### src/rtl/mctrl_pkg.sv
// Shared types and encodings for the multicycle control FSM.
package mctrl_pkg;

  localparam int unsigned STATE_W = 4;
  localparam int unsigned FLAG_W  = 4;

  // Controller states; encodings 10..15 are unreachable.
  typedef enum logic [STATE_W-1:0] {
    S_FETCH    = 4'd0,
    S_DECODE   = 4'd1,
    S_EXECR    = 4'd2,
    S_EXECI    = 4'd3,
    S_ALUWB    = 4'd4,
    S_MEMADR   = 4'd5,
    S_MEMREAD  = 4'd6,
    S_MEMWB    = 4'd7,
    S_MEMWRITE = 4'd8,
    S_BRANCH   = 4'd9
  } state_e;

  // Extend unit selects
  localparam logic [1:0] IMM_ZEXT16 = 2'b00;
  localparam logic [1:0] IMM_SEXT16 = 2'b01;
  localparam logic [1:0] IMM_BR20   = 2'b10;

  // Instruction classes
  localparam logic [1:0] OP_DP    = 2'b00;
  localparam logic [1:0] OP_MEM   = 2'b01;
  localparam logic [1:0] OP_BR    = 2'b10;
  localparam logic [1:0] OP_UNDEF = 2'b11;

  // ALU operations
  localparam logic [2:0] ALU_ADD   = 3'b000;
  localparam logic [2:0] ALU_SUB   = 3'b001;
  localparam logic [2:0] ALU_AND   = 3'b010;
  localparam logic [2:0] ALU_ORR   = 3'b011;
  localparam logic [2:0] ALU_PASSB = 3'b100;

  // ALU operand B and result muxes
  localparam logic [1:0] SRCB_REG   = 2'b00;
  localparam logic [1:0] SRCB_IMM   = 2'b01;
  localparam logic [1:0] SRCB_FOUR  = 2'b10;
  localparam logic [1:0] RES_ALUOUT = 2'b00;
  localparam logic [1:0] RES_MEM    = 2'b01;
  localparam logic [1:0] RES_ALU    = 2'b10;

  // Data-processing Cmd field values
  localparam logic [3:0] CMD_AND = 4'b0000;
  localparam logic [3:0] CMD_SUB = 4'b0010;
  localparam logic [3:0] CMD_ADD = 4'b0100;
  localparam logic [3:0] CMD_ORR = 4'b1100;
  localparam logic [3:0] CMD_MOV = 4'b1101;

  // Condition field values
  localparam logic [3:0] COND_EQ = 4'b0000;
  localparam logic [3:0] COND_NE = 4'b0001;
  localparam logic [3:0] COND_CS = 4'b0010;
  localparam logic [3:0] COND_CC = 4'b0011;
  localparam logic [3:0] COND_MI = 4'b0100;
  localparam logic [3:0] COND_PL = 4'b0101;
  localparam logic [3:0] COND_VS = 4'b0110;
  localparam logic [3:0] COND_VC = 4'b0111;
  localparam logic [3:0] COND_HI = 4'b1000;
  localparam logic [3:0] COND_LS = 4'b1001;
  localparam logic [3:0] COND_GE = 4'b1010;
  localparam logic [3:0] COND_LT = 4'b1011;
  localparam logic [3:0] COND_GT = 4'b1100;
  localparam logic [3:0] COND_LE = 4'b1101;
  localparam logic [3:0] COND_AL = 4'b1110;

  // Map Cmd to ALU operation; unlisted commands fall back to add.
  function automatic logic [2:0] alu_from_cmd(input logic [3:0] cmd);
    case (cmd)
      CMD_AND: alu_from_cmd = ALU_AND;
      CMD_SUB: alu_from_cmd = ALU_SUB;
      CMD_ORR: alu_from_cmd = ALU_ORR;
      CMD_MOV: alu_from_cmd = ALU_PASSB;
      default: alu_from_cmd = ALU_ADD;
    endcase
  endfunction

  // Logical commands take a zero-extended immediate, arithmetic sign-extended.
  function automatic logic [1:0] imm_from_cmd(input logic [3:0] cmd);
    case (cmd)
      CMD_AND, CMD_ORR, CMD_MOV: imm_from_cmd = IMM_ZEXT16;
      default:                   imm_from_cmd = IMM_SEXT16;
    endcase
  endfunction

endpackage

### src/rtl/multicycle_ctrl_cond_check.sv
// Condition-code evaluator: Cond field against registered NZCV flags.
module multicycle_ctrl_cond_check
  import mctrl_pkg::*;
(
  input  logic [3:0] cond_i,
  input  logic [3:0] flags_i,
  output logic       cond_ex_o
);

  logic n, z, c, v;
  assign {n, z, c, v} = flags_i;

  // Standard ARM condition table; 1111 never executes.
  always_comb begin
    cond_ex_o = 1'b0;
    case (cond_i)
      COND_EQ: cond_ex_o = z;
      COND_NE: cond_ex_o = ~z;
      COND_CS: cond_ex_o = c;
      COND_CC: cond_ex_o = ~c;
      COND_MI: cond_ex_o = n;
      COND_PL: cond_ex_o = ~n;
      COND_VS: cond_ex_o = v;
      COND_VC: cond_ex_o = ~v;
      COND_HI: cond_ex_o = c & ~z;
      COND_LS: cond_ex_o = ~c | z;
      COND_GE: cond_ex_o = (n == v);
      COND_LT: cond_ex_o = (n != v);
      COND_GT: cond_ex_o = ~z & (n == v);
      COND_LE: cond_ex_o = z | (n != v);
      COND_AL: cond_ex_o = 1'b1;
      default: cond_ex_o = 1'b0;
    endcase
  end

endmodule

### config.mk
export PLATFORM = sky130hd
export DESIGN_NAME = multicycle_ctrl_cond_check
export DESIGN_NICKNAME = d
export VERILOG_FILES = /design/src/rtl/mctrl_pkg.sv /design/src/rtl/multicycle_ctrl_cond_check.sv
export SDC_FILE = /design/constraint.sdc
export NUM_CORES = 1
export LEC_CHECK = 0
export CORE_AREA = 8 8 45 47
export DETAILED_ROUTE_END_ITERATION = 10
export DIE_AREA = 0 0 53 55
export PLACE_DENSITY = 0.47
export REMOVE_ABC_BUFFERS = 1
export SLEW_MARGIN = 30
export SYNTH_ARGS = -nofsm -noshare
export SYNTH_HDL_FRONTEND = slang
export SYNTH_SLANG_ARGS = --single-unit
### constraint.sdc
create_clock -name vclk -period 2.95
set_clock_uncertainty 0.1 [all_clocks]
set_input_delay 0.885 -clock vclk [all_inputs]
set_output_delay 0.885 -clock vclk [all_outputs]
set_load 0.005 [all_outputs]
After elaboration in Yosys (flattened, before gate mapping)
Cells that the tools add are included.
{"block": "op_classes", "eq_ne": 16, "muxes": 1, "bitwise_logic": 8, "reduce_logical": 1}
{"cell": "== test 4 bit, second input constant", "count": 7}
{"cell": "== test 4 x 3 -> 1 bit, second input constant", "count": 4}
{"cell": "case mux 1 bit (15 select lines)", "count": 1}
{"cell": "== test 4 x 2 -> 1 bit, second input constant", "count": 2}
{"cell": "== test 4 x 1 -> 1 bit, second input constant", "count": 1}
{"cell": "logical NOT 4 bit", "count": 1}
{"cell": "NOT 1 bit", "count": 4}
{"cell": "bitwise AND 1 bit", "count": 2}
{"cell": "bitwise OR 1 bit", "count": 2}
{"cell": "== test 1 bit", "count": 1}
{"cell": "!= test 1 bit", "count": 1}
{"block": "word_totals", "reg_bits": 0, "output_inout_bits": 1}

Depth between registers and ports, before layout
Gate-level depths: netlist of run 1.
{"block": "depth", "word_depth": 3, "mapped_depth": 5, "mapped_depth_nobuf": 4}

Worst setup path before layout of run 1
OpenSTA, ideal clock, no wires.
{"block": "synth_timing", "kind": "input to output", "from": "in cond_i[3]", "to": "out cond_ex_o", "t_arrival_ns": 1.760, "required_ns": 1.965, "slack_ns": 0.205, "path_stages": 5, "n_path_buf": 1, "cell_sequence": "buf_2 > or2b_1 > o22ai_1 > a211o_1 > a211o_1"}
{"block": "synth_via", "elab_chain_cells": 2}
{"item": "start: declaration", "line_no": "multicycle_ctrl_cond_check.sv:5", "text": "input logic [3:0] cond_i,"}
{"item": "== test 4 bit, or another cell as far along", "line_no": "multicycle_ctrl_cond_check.sv:16", "text": "case (cond_i)"}
{"item": "case mux 1 bit (15 select lines) *", "line_no": "multicycle_ctrl_cond_check.sv:16"}
{"item": "end: declaration", "line_no": "multicycle_ctrl_cond_check.sv:7", "text": "output logic cond_ex_o"}
Mark *: on every way between the ends. The rest lies on a longest branch, timed or not.

Worst setup path after layout of run 1
{"block": "layout_timing", "from": "in flags_i[2]", "to": "out cond_ex_o"}
{"block": "layout_via", "elab_chain_cells": 3}
{"item": "start: declaration", "line_no": "multicycle_ctrl_cond_check.sv:6", "text": "input logic [3:0] flags_i,"}
{"item": "NOT 1 bit", "line_no": "multicycle_ctrl_cond_check.sv:18, multicycle_ctrl_cond_check.sv:25, multicycle_ctrl_cond_check.sv:29"}
{"item": "bitwise AND 1 bit, on equally long branches", "line_no": "multicycle_ctrl_cond_check.sv:29, multicycle_ctrl_cond_check.sv:25"}
{"item": "case mux 1 bit (15 select lines) *", "line_no": "multicycle_ctrl_cond_check.sv:16"}
Marked as above.

==> results of run 1 <==
-- Yosys cell counts (2+ instances only) --
| master | n | area (sq um) |
|---|---|---|
| sky130_fd_sc_hd__a21oi_1 | 3 | 15.01 |
| sky130_fd_sc_hd__a211o_1 | 2 | 17.52 |
| sky130_fd_sc_hd__nand2_1 | 2 | 7.510 |
| sky130_fd_sc_hd__nand2b_1 | 2 | 12.51 |
| sky130_fd_sc_hd__nor2_1 | 2 | 7.510 |
| sky130_fd_sc_hd__nor3_1 | 2 | 10.01 |
| sky130_fd_sc_hd__o211ai_1 | 2 | 15.01 |
-- repair_timing --
item	4_1_cts	5_1_grt
pin swaps	8	0
gates resized for setup	35	1
setup endpoints to repair	1	1
-- placed cells by master (no fill, tap or decap) --
cell type | netlist | final
sky130_fd_sc_hd__mux2_4 | 1 | 1
sky130_fd_sc_hd__and3b_1 | 1 | 1
sky130_fd_sc_hd__a221oi_1 | 1 | 1
sky130_fd_sc_hd__buf_4 | 0 | 9
sky130_fd_sc_hd__a21oi_1 | 3 | 2
sky130_fd_sc_hd__xnor2_2 | 1 | 1
sky130_fd_sc_hd__o211ai_1 | 2 | 2
sky130_fd_sc_hd__clkdlybuf4s15_2 | 0 | 1
sky130_fd_sc_hd__nand2b_1 | 2 | 1
sky130_fd_sc_hd__clkdlybuf4s15_1 | 0 | 1
sky130_fd_sc_hd__a211o_1 | 2 | 2
sky130_fd_sc_hd__buf_6 | 0 | 1
sky130_fd_sc_hd__nand2_1 | 2 | 2
sky130_fd_sc_hd__a21oi_2 | 0 | 1
sky130_fd_sc_hd__o31ai_1 | 1 | 1
sky130_fd_sc_hd__buf_2 | 1 | 5
sky130_fd_sc_hd__nor2_1 | 2 | 2
sky130_fd_sc_hd__nor2b_4 | 0 | 1
sky130_fd_sc_hd__dlygate4sd2_1 | 0 | 1
sky130_fd_sc_hd__nor3_1 | 2 | 2
sky130_fd_sc_hd__a22oi_1 | 1 | 1
sky130_fd_sc_hd__xor2_1 | 1 | 1
sky130_fd_sc_hd__nand2b_4 | 0 | 1
sky130_fd_sc_hd__nor3b_1 | 1 | 1
sky130_fd_sc_hd__o22ai_1 | 1 | 1
sky130_fd_sc_hd__or2b_1 | 1 | 1
-- metrics by stage --
step / worst slack [ns] / TNS (ns) / utilization (%) / area, sq um
after floorplan: 0.2752 / 0 / - / 185.2
after detailed placement: -0.8142 / -0.8142 / 26.22 / 362.8
after global placement: -0.8069 / -0.8069 / 26.22 / 362.8
after CTS: 0.0008948 / 0 / 25.77 / 356.6
final: 0.01265 / 0 / 25.86 / 357.8
after global routing: -0.05300 / -0.05300 / 25.86 / 357.8
-- final cells by class --
| class | instances | area [sq um] | area share, % |
|---|---|---|---|
| multi-input cells | 26 | 203.9 | 56.99 |
| repair buffers | 18 | 133.9 | 37.41 |
| well taps | 16 | 20.02 | 5.594 |
-- tightest hold or removal path, cell delays in order --
cell and delay (ns):
sky130_fd_sc_hd__buf_4 0.12, sky130_fd_sc_hd__o211ai_1 0.10, sky130_fd_sc_hd__o211ai_1 0.08, sky130_fd_sc_hd__a211o_1 0.12, sky130_fd_sc_hd__buf_2 0.10
-- worst paths after layout --
| kind | to | slack, ns | start | cells after the start |
|---|---|---|---|---|
| hold / removal | cond_ex_o | 2.19 | cond_i[2] | 5 |
| setup / recovery | cond_ex_o | 0.01 | flags_i[2] | 6 |
-- report_power, final --
part	internal (uW)	switching [uW]
combinational	28.5	21.0
clock	0	0
sequential	0	0
total	28.5	21.0
-- per-layer routing --
layer / GRT usage, % / vias to the layer above / wire length [microns]
met1: 7.089 / 124 / 319
met3: 0.8021 / 0 / 35
met4: 0 / 0 / 0
met2: 8.398 / 9 / 286
met5: 0 / - / 0
li1: - / 140 / -
-- kinds of logic (layout without fill, tap and decap cells) --
family | after synthesis | count (layout) | synth area share [%]
compound gates | 11 | 11 | 40.00
mux | 1 | 1 | 7.740
xor+xnor | 2 | 2 | 12.91
buf+inv | 2 | 18 | 4.512
simple gates | 12 | 12 | 34.85
==> impl.org, run 1 <==
** Place
- Buffers placed on the I/O ports in this run total 9.
- Global placer's final weighted congestion :: 0.7867
- HPWL Detailed :: 535.4 microns
- Placed Instances :: 60

** Worst setup path
- Arrival time of data at the critical path endpoint :: 1.95 ns
- CP Capture Type :: output pin
- The cell family contributing the most delay on the critical path is compound AO/OA/AOI/OAI gates.
- The number of buffers and inverters on the critical path is 2.
- In this run the worst path has a maximum fanout of 4.
- The critical path goes through buf_2 -> and3b_1 -> a221oi_1 -> a211o_1 -> a211o_1 -> buf_2.
- Data required time of the critical path :: 1.97 ns
- Worst stage delay on the critical path :: 0.25 ns
- Critical Path Start Type :: input pin
- The slowest stage of the critical path belongs to the cell sky130_fd_sc_hd__a211o_1.
- Kind of critical path :: in2out

** Floorplan
- The floorplan step set the die height to 55 microns.
- Width of the chip :: 53 microns
- Initial core utilization :: 14.01%
- Row cnt :: 14
- Die outline area :: 2915 sq um
- During I/O placement, the number of pins put on the boundary was 9.
- The core region is 1384 sq um.

** Route
- Number of detailed-routing iterations run before antenna repair :: 4
- Count of nets left with antenna violations after detail routing :: 0
- After detailed routing, the number of remaining DRC violations is 0.
- After detailed routing, the average wire length per cell comes to 10.68 microns.
- Initial drt markers :: 7
- Via Count :: 273
- Via-per-instance ratio :: 4.550
- The final layout contains routed wiring with a total length of 641 microns.

** Global routing
- Total track usage :: 5.068%
- Largest net degree at the start of global routing :: 8
- Antenna violations before repair :: 0
- For this run the aggregate overflow at the end of global routing stands at 0.
- Global-route wire length before repair :: 1.235 mm
- Number of global-route vias before repair :: 277

** Finish
- Seq. cell area :: 0 sq um
- The layout has 154 filler cells.
- Relative to the synthesized area, the layout overhead comes to 84.52%.
- At the end of the flow, the number of nets in the layout was 54.
- Seq_cells :: 0
- The clock buffers instantiated in the layout total 0.
- Antenna fix cells :: 0
- Leaving out filler cells and counting taps, the final layout contains 60.
- In the final layout, the share of cells above drive strength 1 is 47.73%.

** Yosys
- Sequential cells were found to cover 0% of the synthesized design area.
- In this run, distinct cell masters in the synthesized netlist total 20.
- Yosys printed 0 warnings.
- The average instance in the mapped netlist occupies 6.926 sq um.
- Cell count after synthesis :: 28
- The synthesized netlist occupies a cell area of 193.9 sq um.

** Pwr
- Total chip power :: 49.44 uW
- Power per cell area :: 138.2 nW/um^2
- For this design the static power due to leakage is 0.0001667 uW.
- Worst-case vdd ir drop :: 0.00004403 V

** Flow run
- The tool flagged a number of max-cap violations equal to 0.

** Timing
- Setup repair after global routing missed its margin :: yes
- Setup violators final :: 0
- Hold is met by 2.192 ns.
- Final Hold Fails :: 0
- The worst pin sits at a relative slew slack of 84.31%.
- Slew at the pin with the worst max-slew slack :: 0.2353 ns
- The worst path in the final design needs a cycle of 2.937 ns, including I/O delays and setup.
- Post-route fraction of the period consumed by the critical path :: 99.57%
- Final number of max-transition violations :: 0
- Maximum operating frequency :: 340.4 MHz

** Outcome
- The run finished with clean final reports.

** Clocking
- Post-CTS setup buffer count :: 0
- Number of buffers inserted for hold repair after clock tree synthesis :: 0

** Hold path
- Kind of path behind the tightest hold check :: in2out
No activity file was read; power rests on OpenSTA's default activity.
==> inputs of run 2 (changes only) <==
--- a/config.mk
+++ b/config.mk
@@ -8,7 +8,7 @@
 export CORE_AREA = 8 8 45 47
 export DETAILED_ROUTE_END_ITERATION = 10
 export DIE_AREA = 0 0 53 55
-export PLACE_DENSITY = 0.47
+export PLACE_DENSITY = 0.39
 export REMOVE_ABC_BUFFERS = 1
 export SLEW_MARGIN = 30
 export SYNTH_ARGS = -nofsm -noshare
==> impl.org, run 2 (synthesized netlist as in run 1, its figures left out) <==
** Worst setup path
- Critical path, cell by cell :: buf_4 -> and3b_1 -> a221oi_2 -> a211o_1 -> a211o_1 -> buf_2 (was buf_2 -> and3b_1 -> a221oi_1 -> a211o_1 -> a211o_1 -> buf_2)
- The logic depth of the worst setup path including buffers came to 6 (unchanged).
- Largest fanout of any net on the critical path :: 4 (unchanged)
- The standard cell with the maximum stage delay on the critical path was sky130_fd_sc_hd__a211o_1 (unchanged).
- The critical path startpoint category is an input pin (unchanged).
- CP Capture Type :: output pin (unchanged)
- The critical path's largest stage delay came to 0.26 ns (was 0.25 ns).
- The type of the worst setup path is in2out (unchanged).
- The cell class contributing the biggest share of worst-path delay is compound AO/OA/AOI/OAI gates (unchanged).
- Arrival time of data at the critical path endpoint :: 1.97 ns (was 1.95 ns)
- Data required time of the critical path :: 1.97 ns (about the same)
- Combined buffer and inverter count along the critical path :: 2 (unchanged)
- Most frequent CP cell :: sky130_fd_sc_hd__a211o_1

** Route
- Via Count :: 280 (was 273)
- Highest metal used :: met3 (unchanged)
- Met3 Routed Length :: 81 microns (was 35 microns)
- Via-per-instance ratio :: 4.667 (was 4.550)
- DR DRC count :: 0 (unchanged)
- The count of antenna-violating nets left after detailed routing is 0 (unchanged).
- Final WL :: 688 microns (was 641 microns)
- The initial DRC count was 4 (was 7).
- Number of detailed-routing iterations run before antenna repair :: 4 (unchanged)
- The final routed wire length divided by cell count was 11.47 microns (was 10.68 microns).
- Wire length on met2 :: 318 microns (was 286 microns)
- WL met1 :: 288 microns (was 319 microns)

** Finish
- Commonest cells after routing, fill and taps aside :: 8 x sky130_fd_sc_hd__buf_4, 4 x sky130_fd_sc_hd__buf_2, 3 x sky130_fd_sc_hd__a21oi_1 (was 9 x sky130_fd_sc_hd__buf_4, 5 x sky130_fd_sc_hd__buf_2)
- Fraction of final layout cells with drive strength greater than 1 :: 50.00% (was 47.73%)
- Seq. cell area :: 0 sq um (unchanged)
- Antenna fix cells :: 0 (unchanged)
- The area added between synthesis and finish is 100.6% (was 84.52%).
- The leading cell type in the layout, fill and taps excluded is sky130_fd_sc_hd__buf_4 (unchanged).
- Layout clock buffers :: 0 (unchanged)
- Seq_cells :: 0 (unchanged)
- NumNets Final :: 54 (unchanged)

** Timing
- Final Hold Fails :: 0 (unchanged)
- The post-route worst hold slack was 2.160 ns (was 2.192 ns).
- Setup Total Neg Slack :: -0.005006 ns (was 0 ns)
- Maximum operating frequency :: 338.4 MHz (was 340.4 MHz)
- Setup repair after global routing missed its margin :: yes (unchanged)
- Tmin final :: 2.955 ns (was 2.937 ns)
- Setup WS post-layout :: -0.005006 ns (was 0.01265 ns)
- The final critical-path share of the clock period came to 100.2% (was 99.57%).
- Setup violators final :: 1 (was 0)
- Max transition margin :: 86.81% (was 84.31%)
- Slew at the pin with the worst max-slew slack :: 0.1962 ns (was 0.2353 ns)
- Final number of max-transition violations :: 0 (unchanged)

** Place
- # port buffers :: 9 (unchanged)
- The weighted congestion reported at the end of routability-driven placement was 0.7146 (was 0.7867).
- Post-place setup slack :: -0.7647 ns (was -0.8142 ns)
- The detailed placer's ending HPWL came to 547.9 microns (was 535.4 microns).

** Floorplan
- I/O Pins :: 9 (unchanged)
- The vertical extent of the die came to 55 microns (unchanged).
- Initial core utilization :: 14.01% (unchanged)
- The die width came to 53 microns (unchanged).
- Die outline area :: 2915 sq um (unchanged)
- The area inside the core boundary is 1384 sq um (unchanged).
- The row count came to 14 (unchanged).

** Global routing
- Largest net degree at the start of global routing :: 8 (unchanged)
- Antenna violations before repair :: 0 (unchanged)
- The total overflow reported by the global router came to 0 (unchanged).
- Global-route wire length before repair :: 1.248 mm (was 1.235 mm)
- The number of global-route vias before repair is 311 (was 277).
- Total track usage :: 5.180% (was 5.068%)

** Flow run
- The count of maximum capacitance violations came to 0 (unchanged).

** Pwr
- Worst-case vdd ir drop :: 0.00005589 V (was 0.00004403 V)
- The cell area power density is 141.9 nW/um^2 (was 138.2 nW/um^2).
- Cell leakage power :: 0.0001810 uW (was 0.0001667 uW)

** Outcome
- Failing checks :: negative setup slack
- Result of the run: finished, violations left (was complete, no violations).

** Hold path
- WHS Path Cells :: 4 (was 5)
- The kind of path behind the tightest hold check is in2out (unchanged).

** Clocking
- The number of hold buffers added after cts is 0 (unchanged).
==> run 2: where the power goes <==
part / internal, uW / switching, uW / leakage, uW / total (uW)
clock network: 0 / 0 / 0 / 0
registers: 0 / 0 / 0 / 0
logic: 32.1 / 23.2 / 0.000181 / 55.2
==> run 2: metrics by stage <==
stage | util [%] | total power, uW | instances | instance area, sq um
after floorplan | - | 18.93 | 26 | 185.2
after global placement | 26.22 | 51.40 | 60 | 362.8
after detailed placement | 26.22 | 51.92 | 60 | 362.8
after CTS | 25.86 | 49.89 | 60 | 357.8
after global routing | 28.12 | 60.57 | 60 | 389.1
final | 28.12 | 55.24 | 60 | 389.1
==> run 2: routing by layer <==
metal	global-route usage [%]	vias to the layer above
met5	0	-
met4	0	0
met3	1.872	0
met2	9.766	11
met1	5.740	129
li1	-	140
==> run 2: final timing paths <==
kind / start / end / slack (ns)
worst max-delay path: flags_i[2] / cond_ex_o / -0.005
worst min-delay path: cond_i[1] / cond_ex_o / 2.16
==> run 2: cell type report <==
cell class | instances | area [sq um]
multi-input cells | 26 | 225.2
repair buffers | 18 | 143.9
fillers | 155 | 994.7
well taps | 16 | 20.02
==> run 2: timing repair <==
| item | 4_1_cts | 5_1_grt |
|---|---|---|
| setup buffers | 0 | 0 |
| resized for setup | 35 | 10 |
| endpoints found under the setup margin | 1 | 1 |
| pin swaps | 5 | 4 |
